$ cat config.mk
export PLATFORM = sky130hd
export DESIGN_NAME = rtc_lap_stopwatch
export DESIGN_NICKNAME = d
export VERILOG_FILES = /design/src/rtl/rtc_pkg.sv /design/src/rtl/rtc_lap_fifo.sv /design/src/rtl/rtc_lap_stopwatch.sv
export SDC_FILE = /design/constraint.sdc
export NUM_CORES = 1
export LEC_CHECK = 0
export ABC_AREA = 1
export CORE_MARGIN = 4
export CORE_UTILIZATION = 58
export CTS_BUF_LIST = sky130_fd_sc_hd__clkbuf_8
export DETAILED_ROUTE_END_ITERATION = 6
export PLACE_DENSITY = 0.72
export SYNTH_ARGS = -nofsm -noshare
export SYNTH_HDL_FRONTEND = slang
export SYNTH_SLANG_ARGS = --single-unit
$ cat constraint.sdc
create_clock -name i_sys_clk -period 2.7 [get_ports i_sys_clk]
set_input_delay 0.27 -clock i_sys_clk [delete_from_list [all_inputs] [get_ports i_sys_clk]]
set_output_delay 0.27 -clock i_sys_clk [all_outputs]
set_load 0.01 [all_outputs]
$ cat src/rtl/rtc_pkg.sv
// Shared types and helpers for the lap stopwatch: FSM states, seven-segment
// encoding and per-digit modulus.
package rtc_pkg;

  typedef enum logic [1:0] {
    S_IDLE = 2'd0,
    S_RUN  = 2'd1,
    S_STOP = 2'd2
  } state_e;

  localparam logic [7:0] SEG_BLANK = 8'hFF;

  // Active-low {dp,g,f,e,d,c,b,a}; dp is left off here
  function automatic logic [7:0] seg_encode(input logic [3:0] d);
    case (d)
      4'd0:    return 8'hC0;
      4'd1:    return 8'hF9;
      4'd2:    return 8'hA4;
      4'd3:    return 8'hB0;
      4'd4:    return 8'h99;
      4'd5:    return 8'h92;
      4'd6:    return 8'h82;
      4'd7:    return 8'hF8;
      4'd8:    return 8'h80;
      4'd9:    return 8'h90;
      default: return SEG_BLANK;
    endcase
  endfunction

  // Tens-of-seconds and tens-of-minutes digits roll at 6
  function automatic logic [3:0] digit_mod(input int i);
    return (i == 3 || i == 5) ? 4'd6 : 4'd10;
  endfunction

endpackage

$ cat src/rtl/rtc_lap_fifo.sv
// Small synchronous lap FIFO; head is valid combinationally, push+pop when
// full is accepted so occupancy stays put.
module rtc_lap_fifo #(
  parameter int WIDTH = 24,
  parameter int DEPTH = 4
) (
  input  logic                         clk,
  input  logic                         rst,
  input  logic                         clr,
  input  logic                         push,
  input  logic [WIDTH-1:0]             wdata,
  input  logic                         pop,
  output logic [WIDTH-1:0]             head,
  output logic                         empty,
  output logic                         full,
  output logic [$clog2(DEPTH+1)-1:0]   count
);
  localparam int AW = $clog2(DEPTH);
  localparam int CW = $clog2(DEPTH+1);

  logic [WIDTH-1:0] mem [DEPTH];
  logic [AW-1:0]    wr_q, rd_q;
  logic [CW-1:0]    cnt_q, cnt_d;
  logic             full_q, do_push, do_pop;

  assign do_pop  = pop && (cnt_q != '0);
  assign do_push = push && (!full_q || do_pop);
  assign cnt_d   = cnt_q + CW'(do_push) - CW'(do_pop);

  always_ff @(posedge clk) begin
    if (rst || clr) begin
      wr_q   <= '0;
      rd_q   <= '0;
      cnt_q  <= '0;
      full_q <= 1'b0;
    end else begin
      if (do_push) wr_q <= wr_q + 1'b1;
      if (do_pop)  rd_q <= rd_q + 1'b1;
      cnt_q  <= cnt_d;
      full_q <= (cnt_d == CW'(DEPTH));
    end
  end

  always_ff @(posedge clk) begin
    if (do_push && !clr) mem[wr_q] <= wdata;
  end

  assign head  = mem[rd_q];
  assign empty = (cnt_q == '0);
  assign full  = full_q;
  assign count = cnt_q;

endmodule

$ cat src/rtl/rtc_lap_stopwatch.sv
// Stopwatch core: start/stop FSM, prescaler, BCD count, lap FIFO with recall
// and multiplexed 7-seg scan. RTC_LEADING_ZERO_BLANK_EN blanks leading zeros.
module rtc_lap_stopwatch
  import rtc_pkg::*;
#(
  parameter int CLK_HZ     = 100_000_000,
  parameter int TICK_HZ    = 100,
  parameter int NUM_DIGITS = 6,
  parameter int LAP_DEPTH  = 4,
  parameter int SCAN_DIV   = 100_000
) (
  input  logic                             i_sys_clk,
  input  logic                             i_reset,
  input  logic                             i_start_stop,
  input  logic                             i_lap_clear,
  input  logic                             i_lap_read,
  output logic                             o_running,
  output logic                             o_showing_lap,
  output logic [$clog2(LAP_DEPTH+1)-1:0]   o_lap_count,
  output logic                             o_lap_full,
  output logic                             o_overflow,
  output logic [NUM_DIGITS-1:0]            o_digits,
  output logic [7:0]                       o_segments
);
  localparam int DIV = CLK_HZ / TICK_HZ;
  localparam int PW  = $clog2(DIV);
  localparam int SW  = $clog2(SCAN_DIV);
  localparam int IW  = $clog2(NUM_DIGITS);
  localparam int BW  = 4 * NUM_DIGITS;

  state_e                state_q, state_d;
  logic                  do_push, do_clear, tick, wrap;
  logic                  running_q, showing_q, overflow_q, fifo_empty;
  logic [PW-1:0]         pre_q;
  logic [BW-1:0]         cnt_q, cnt_d, hold_q, src, head;
  logic [SW-1:0]         scan_q;
  logic [IW-1:0]         idx_q;
  int unsigned           idx_n;
  logic [3:0]            cur;
  logic [7:0]            seg_d, seg_q;
  logic [NUM_DIGITS-1:0] digits_q;

  // start_stop takes priority: lap_clear only acts when start_stop is absent
  always_comb begin
    state_d  = state_q;
    do_push  = 1'b0;
    do_clear = 1'b0;
    case (state_q)
      S_IDLE: if (i_start_stop) state_d = S_RUN;
      S_RUN: begin
        if (i_start_stop)     state_d = S_STOP;
        else if (i_lap_clear) do_push = 1'b1;
      end
      S_STOP: begin
        if (i_start_stop) state_d = S_RUN;
        else if (i_lap_clear) begin
          state_d  = S_IDLE;
          do_clear = 1'b1;
        end
      end
      default: state_d = S_IDLE;
    endcase
  end

  assign tick = (pre_q == PW'(DIV-1)) && (state_q == S_RUN);

  always_comb begin : bcd_inc
    logic carry;
    cnt_d = cnt_q;
    carry = tick;
    for (int i = 0; i < NUM_DIGITS; i++) begin
      if (carry) begin
        if (cnt_q[4*i +: 4] == digit_mod(i) - 4'd1) begin
          cnt_d[4*i +: 4] = 4'd0;
        end else begin
          cnt_d[4*i +: 4] = cnt_q[4*i +: 4] + 4'd1;
          carry = 1'b0;
        end
      end
    end
    wrap = carry;
  end

  rtc_lap_fifo #(.WIDTH(BW), .DEPTH(LAP_DEPTH)) u_fifo (
    .clk   (i_sys_clk),
    .rst   (i_reset),
    .clr   (do_clear),
    .push  (do_push),
    .wdata (cnt_q),
    .pop   (i_lap_read),
    .head  (head),
    .empty (fifo_empty),
    .full  (o_lap_full),
    .count (o_lap_count)
  );

  always_ff @(posedge i_sys_clk) begin
    if (i_reset) begin
      state_q    <= S_IDLE;
      running_q  <= 1'b0;
      pre_q      <= '0;
      cnt_q      <= '0;
      overflow_q <= 1'b0;
      showing_q  <= 1'b0;
      hold_q     <= '0;
    end else begin
      state_q   <= state_d;
      running_q <= (state_d == S_RUN);
      if (do_clear) begin
        pre_q      <= '0;
        cnt_q      <= '0;
        overflow_q <= 1'b0;
      end else if (state_q == S_RUN) begin
        pre_q <= tick ? '0 : pre_q + 1'b1;
        cnt_q <= cnt_d;
        if (wrap) overflow_q <= 1'b1;
      end
      if (do_clear)        showing_q <= 1'b0;
      else if (i_lap_read) showing_q <= !fifo_empty;
      if (i_lap_read && !fifo_empty) hold_q <= head;
    end
  end

  assign idx_n = {{(32-IW){1'b0}}, idx_q};

  always_comb begin
    src   = showing_q ? hold_q : cnt_q;
    cur   = src[4*idx_n +: 4];
    seg_d = seg_encode(cur);
    if (idx_n == 2 || idx_n == 4) seg_d[7] = 1'b0;
`ifdef RTC_LEADING_ZERO_BLANK_EN
    if (idx_n >= 3 && (src >> (4*idx_n)) == '0) seg_d = SEG_BLANK;
`endif
  end

  // Digit enable and segments both come from idx_q, so they switch together
  always_ff @(posedge i_sys_clk) begin
    if (i_reset) begin
      scan_q   <= '0;
      idx_q    <= '0;
      digits_q <= ~NUM_DIGITS'(1);
      seg_q    <= 8'hC0;
    end else begin
      if (scan_q == SW'(SCAN_DIV-1)) begin
        scan_q <= '0;
        idx_q  <= (idx_q == IW'(NUM_DIGITS-1)) ? '0 : idx_q + 1'b1;
      end else begin
        scan_q <= scan_q + 1'b1;
      end
      digits_q <= ~(NUM_DIGITS'(1) << idx_q);
      seg_q    <= seg_d;
    end
  end

  assign o_running     = running_q;
  assign o_showing_lap = showing_q;
  assign o_overflow    = overflow_q;
  assign o_digits      = digits_q;
  assign o_segments    = seg_q;

endmodule
== Word-level counts from Yosys, hierarchy flattened ==
Memories as Yosys holds them, arrays and structs flattened. A register that Yosys moved wholly into a read port is not among the register bits.
Index checks and enable logic that the tools add are counted.

* Register bits after elaboration: 91
* Bits in writable memories: 96
* Memory bits (read-only): 112
* Output and inout bits: 21
* Logic and storage cells: 108
* Memories: 2

{| class="wikitable"
|+ Memories
! name !! words !! bits a word !! read ports !! clocked after memory_dff !! write ports !! line !! text
|-
| (no name shown) || 16 || 7 || 1 || 1 || 0 || rtc_pkg.sv:15 || <nowiki>case (d)</nowiki>
|-
| u_fifo.mem || 4 || 24 || 1 || 1 || 1 || rtc_lap_fifo.sv:21 || <nowiki>logic [WIDTH-1:0] mem [DEPTH];</nowiki>
|}

* $add $sub $neg: 13
* Equal/unequal tests: 15
* Shift-type cells: 2
* Mux-type cells: 33
* Bitwise gates (word level): 1
* Reductions and logical operators: 23

{| class="wikitable"
|+ Operator list
! operator !! count
|-
| 4-bit by 1-bit adder with 4-bit output (second input constant) || 6
|-
| 24-bit two-way mux || 1
|-
| 4-bit two-way mux || 6
|-
| 24-bit by 6-bit indexed part select with 4-bit output || 1
|-
| 20-bit by 1-bit adder with 20-bit output (second input constant) || 1
|-
| 20-bit == test (second input constant) || 1
|-
| 20-bit two-way mux || 1
|-
| 1-bit two-way mux || 19
|-
| 17-bit by 1-bit adder with 17-bit output (second input constant) || 1
|-
| 17-bit == test (second input constant) || 1
|-
| 4-bit == test (second input constant) || 4
|-
| 2-bit AND reduction || 7
|-
| 3-bit == test (second input constant) || 3
|-
| 4-bit by 3-bit == test with 1-bit output (second input constant) || 2
|-
| 2-bit two-way mux || 4
|-
| 6-bit NOT || 1
|-
| 2-bit one-hot mux with 3 select lines || 1
|-
| 1-bit by 3-bit left shift with 6-bit output (first input constant) || 1
|-
| 1-bit logical AND || 5
|-
| 2-bit by 1-bit adder with 2-bit output (second input constant) || 2
|-
| 2-bit by 1-bit == test with 1-bit output (second input constant) || 2
|-
| 2-bit OR reduction || 2
|-
| 3-bit by 1-bit adder with 3-bit output || 1
|-
| 3-bit by 1-bit adder with 3-bit output (second input constant) || 1
|-
| other kinds (9) || 13
|}

== Longest topological paths before layout ==
* Depth after elaboration: 9
* Depth in mapped cells: 13
* Mapped depth without buffers: 12

== Hierarchy ==
Synthesis repeated with hierarchy kept, for this count alone.

* Cell total of the unflattened synthesis: 1056
* Area, all modules: 9630.5 µm²

{| class="wikitable"
|+ Modules (own cells, without submodules)
! module !! instances !! cells an instance !! area an instance (µm²) !! sequential area each (µm²)
|-
| rtc_lap_stopwatch || 1 || 752 || 5338.9 || 2142.1
|-
| rtc_lap_fifo || 1 || 304 || 4291.6 || 3083.0
|}

== Worst setup path after synthesis ==
Ideal clock, no wire load.

* Path type: reg-to-reg
* Start: register u_fifo.cnt_q[1] (netlist: u_fifo.count[1])
* End: register u_fifo.full_q (netlist: u_fifo.full)
* Library setup time: 92 ps
* Arrival: 2208 ps
* Path slack: 400 ps
* Cell stages (with the launch flop): 10
* Buffers on the path: 1
* Period minus slack after synthesis: 2300 ps
* Path through: dfxtp_1 -> o31ai_1 -> inv_1 -> clkbuf_1 -> ha_1 -> inv_1 -> ha_1 -> fa_1 -> xor2_1 -> nor4_1

* Cells in the longest elaborated chain, start to end: 7

{| class="wikitable"
|+ Ends and longest elaborated chain
! item !! line !! text
|-
| from (decl) || rtc_lap_fifo.sv:23 || <nowiki>logic [CW-1:0] cnt_q, cnt_d;</nowiki>
|-
| from (signal assigned) || rtc_lap_fifo.sv:39 || <nowiki>cnt_q <= cnt_d;</nowiki>
|-
| 3-bit nonzero test (*) || rtc_lap_fifo.sv:26 || <nowiki>assign do_pop = pop && (cnt_q != '0);</nowiki>
|-
| 1-bit logical AND (*) || rtc_lap_fifo.sv:26 ||
|-
| named net u_fifo.do_pop || rtc_lap_fifo.sv:24 || <nowiki>logic full_q, do_push, do_pop;</nowiki>
|-
| 1-bit logical OR || rtc_lap_fifo.sv:27 || <nowiki>assign do_push = push && (!full_q || do_pop);</nowiki>
|-
| 1-bit logical AND || rtc_lap_fifo.sv:27 ||
|-
| 3-bit by 1-bit adder with 3-bit output || rtc_lap_fifo.sv:28 || <nowiki>assign cnt_d = cnt_q + CW'(do_push) - CW'(do_pop);</nowiki>
|-
| 3-bit by 1-bit subtractor with 3-bit output (*) || rtc_lap_fifo.sv:28 ||
|-
| 3-bit == test (*) || rtc_lap_fifo.sv:40 || <nowiki>full_q <= (cnt_d == CW'(DEPTH));</nowiki>
|-
| to (signal assigned) || rtc_lap_fifo.sv:40 ||
|-
| to (decl) || rtc_lap_fifo.sv:24 ||
|}

The timed path passes the listed nets; every way through them passes the cells marked *.
A chain may end at the register's enable or synchronous reset.

== Worst setup path in the final report ==
* Start: register u_fifo.cnt_q[1] (netlist: u_fifo.count[1])
* End: register u_fifo.full_q (netlist: u_fifo.full)

* Cells in the longest elaborated chain, start to end: 7

{| class="wikitable"
|+ Ends and longest elaborated chain
! item !! line
|-
| 3-bit nonzero test || rtc_lap_fifo.sv:26
|-
| 1-bit logical AND || rtc_lap_fifo.sv:26
|-
| 1-bit logical OR || rtc_lap_fifo.sv:27
|-
| 1-bit logical AND || rtc_lap_fifo.sv:27
|-
| 3-bit by 1-bit adder with 3-bit output || rtc_lap_fifo.sv:28
|-
| 3-bit by 1-bit subtractor with 3-bit output (*) || rtc_lap_fifo.sv:28
|-
| 3-bit == test (*) || rtc_lap_fifo.sv:40
|}

Every way passes the cells marked *; elsewhere a longest branch is shown, timed or not.

==> results.py <==
metrics = {
    "outcome": {
        "status": "finished, final reports clean",
    },
    "clock_tree": {
        "clk_latency_ns": 0.53,
        "numCtsBuffers": 37,
        "cts-htree-levels": 2,
        "postCtsSetupRepairBufs": 0,
        "clock-sinks": 211,
        "cts_resized": 0,
        "cts_tree": "done",
        "ctsLongestPathBuffers": 3,
        "cts-root-buf": "clkbuf_8",
        "holdBufCountCts": 0,
        "clk_pin_slew_ns": 0.06,
    },
    "sta": {
        "slew_violations": 0,
        "worst_slew_pin_slew_ns": 0.700,
        "fin_setup_tns_ns": 0,
        "hold_violations": 0,
        "rsz0062_at_grt": "no",
        "fin_crit_sh_pct": 80.5,
        "max_freq_mhz": 460,
        "relSlewSlack_pct": 53.3,
        "setup_ws_ns": 0.526,
        "finalSetupViolCount": 0,
        "skew_ns": 0.0190,
        "period_needed_ns": 2.17,
    },
    "drt": {
        "vias": 7116,
        "wire_per_inst_um": 15.6,
        "drtAntennaViolNets": 0,
        "drc": 0,
        "drtIter0Drc": 593,
        "avgViaCountPerCell": 5.39,
        "dr.pass1.iters": 5,
        "routed_wl_um": 20500,
    },
    "critical_path": {
        "reg2reg_from": "u_fifo.count[1]",
        "critPathLaunch": "u_fifo.count[1]",
        "start_kind": "flip-flop",
        "required_ns": 3.13,
        "path_class": "reg -> reg",
        "endpoint_kind": "flip-flop",
        "critPathMaxFanout": 4,
        "critical_path_arrival_ns": 2.60,
    },
    "logic_synthesis": {
        "postSynthCellCount": 1033,
        "synth_edf_count": 96,
        "synthFlopType": "dfxtp_1",
        "ys_seq_area_share_pct": 56.1,
        "async_flop_share_pct": 0,
        "synth_cell_types": 51,
        "avgSynthCellArea_um2": 8.95,
        "synth_area_um2": 9240,
        "synth_warnings": 0,
        "synth-seq-cells": 211,
        "synth_nets": 1053,
    },
    "floorplanning": {
        "die_area_um2": 18000,
        "core-area_um2": 15400,
        "start_util_pct": 59.9,
        "core.rowCount": 45,
        "die_h_um": 134,
        "die_x_um": 134,
        "io_pins": 26,
    },
    "place": {
        "numPortBuffers": 25,
        "pre_cts_ws_ns": 0.429,
        "place.gp.congestion": 0.840,
        "hpwlAfterDp_um": 12800,
    },
    "hold_path": {
        "hp-start": "scan_q[0]",
        "worstHoldPathType": "reg -> reg",
    },
    "grt": {
        "antenna_found_initial": 0,
        "first_global_vias": 6638,
        "grt_overflow": 0,
        "grt_max_degree": 51,
        "grt_usage_pct": 23.2,
        "grt_pass1_wl_um": 33500,
    },
    "power": {
        "power_density_nw_per_um2": 720,
        "leakage_uw": 0.00398,
        "peakVddDrop_mv": 0.635,
    },
    "layout": {
        "fillCellCount": 1289,
        "area_delta_synth_final_pct": 12.8,
        "fin_nets": 1101,
        "antenna_cells": 0,
        "drive_above_1_share_pct": 11.3,
    },
    "job": {
        "maxCapViolCount": 0,
    },
}
## metrics by stage
stage          area (um2)  util (%)  hold slack, ns  power, uW  instances
2_1_floorplan        9240         -           0.381       4490       1033
3_3_place_gp         9740      63.1           0.432       4850       1253
3_5_place_dp         9740      63.1           0.441       4880       1253
4_1_cts             10400      67.6           0.437       7560       1320
5_1_grt             10400      67.6           0.454       7900       1320
6_report            10400      67.6           0.449       7510       1320
## cell usage in the layout (no fill, tap or decap), types with 13 or more instances in the layout
master	synthesis	layout
inv_2	13	13
nand4_1	17	17
nor3_1	20	20
a31oi_1	24	24
clkdlybuf4s50_1	0	25
o21ai_0	112	112
clkbuf_8	0	42
nand2_1	114	114
nor2_1	198	194
inv_1	93	105
a21oi_1	48	48
ha_1	14	14
edfxtp_1	96	96
nand3_1	40	40
dfxtp_1	115	115
buf_4	1	19
## cells by family (layout without fill, tap and decap cells)
group	count (synthesis)	after routing	synth area share (%)
and+or+nand+nor	441	441	21.7
adders and majority gates	15	15	2.11
AOI/OAI and AO/OA	212	212	12.8
buffers and inverters	143	219	6.20
xor gates and xnor gates	11	11	1.04
DFF	211	211	56.1
## final timing paths
path / endpoint / depth (start not counted) / slack (ns)
worst max-delay path: u_fifo.full / 8 / 0.53
worst max register to register: u_fifo.full / 8 / 0.53
worst min register to register: scan_q[0] / 1 / 0.45
worst min-delay path: scan_q[0] / 1 / 0.45
## metal layers
metal | part of all wire [%] | GRT usage (%)
met1 | 47 | 33.2
met2 | 43 | 35.8
met3 | 7.6 | 4.31
met4 | 2.1 | 7.92
met5 | 0 | 0
## state kept, by name (all words and copies together), names as in the netlist, 2 cells and up
signal and cells:
u_fifo.wr_q 2, u_fifo.mem 96, state_q 2, cnt_q 24, u_fifo.rd_q 2, o_digits 6
scan_q 17, hold_q 24, pre_q 20, idx_q 3, u_fifo.count 3, o_segments 8
## Yosys cell counts (9+ instances only)
cell / instances / area (um2)
a31oi_1: 24 / 150
inv_1: 93 / 349
nor2_1: 198 / 743
nand3_1: 40 / 200
inv_2: 13 / 48.8
nand4_1: 17 / 106
dfxtp_1: 115 / 2300
edfxtp_1: 96 / 2880
a21oi_1: 48 / 240
nand2_1: 114 / 428
clkbuf_1: 22 / 82.6
o21ai_0: 112 / 561
ha_1: 14 / 175
nor2_4: 9 / 101
nor3_1: 20 / 100
## cell type report
cell class / count / area [um2] / share of cell area [%]
multi-input cells: 679 / 3490 / 33.5
flip-flops and latches: 211 / 5180 / 49.7
clock inverters: 25 / 106 / 1.02
repair buffers: 44 / 393 / 3.77
inverters: 108 / 405 / 3.89
clock buffers: 42 / 578 / 5.54
well taps: 211 / 264 / 2.53
## worst max-delay path, stage by stage, from the launching register on
cell     delay, ns
dfxtp_1       0.34
o31ai_1       0.39
inv_1         0.11
ha_1          0.28
inv_1         0.04
ha_1          0.19
fa_1          0.39
xor2_1        0.18
nor4_1        0.16
## power breakdown
| part | internal, uW | total (uW) | switching [uW] |
|---|---|---|---|
| combinational | 417 | 1190 | 771 |
| sequential | 3500 | 3620 | 121 |
| clock | 1420 | 2700 | 1270 |
(Power assumes the default switching activity.)
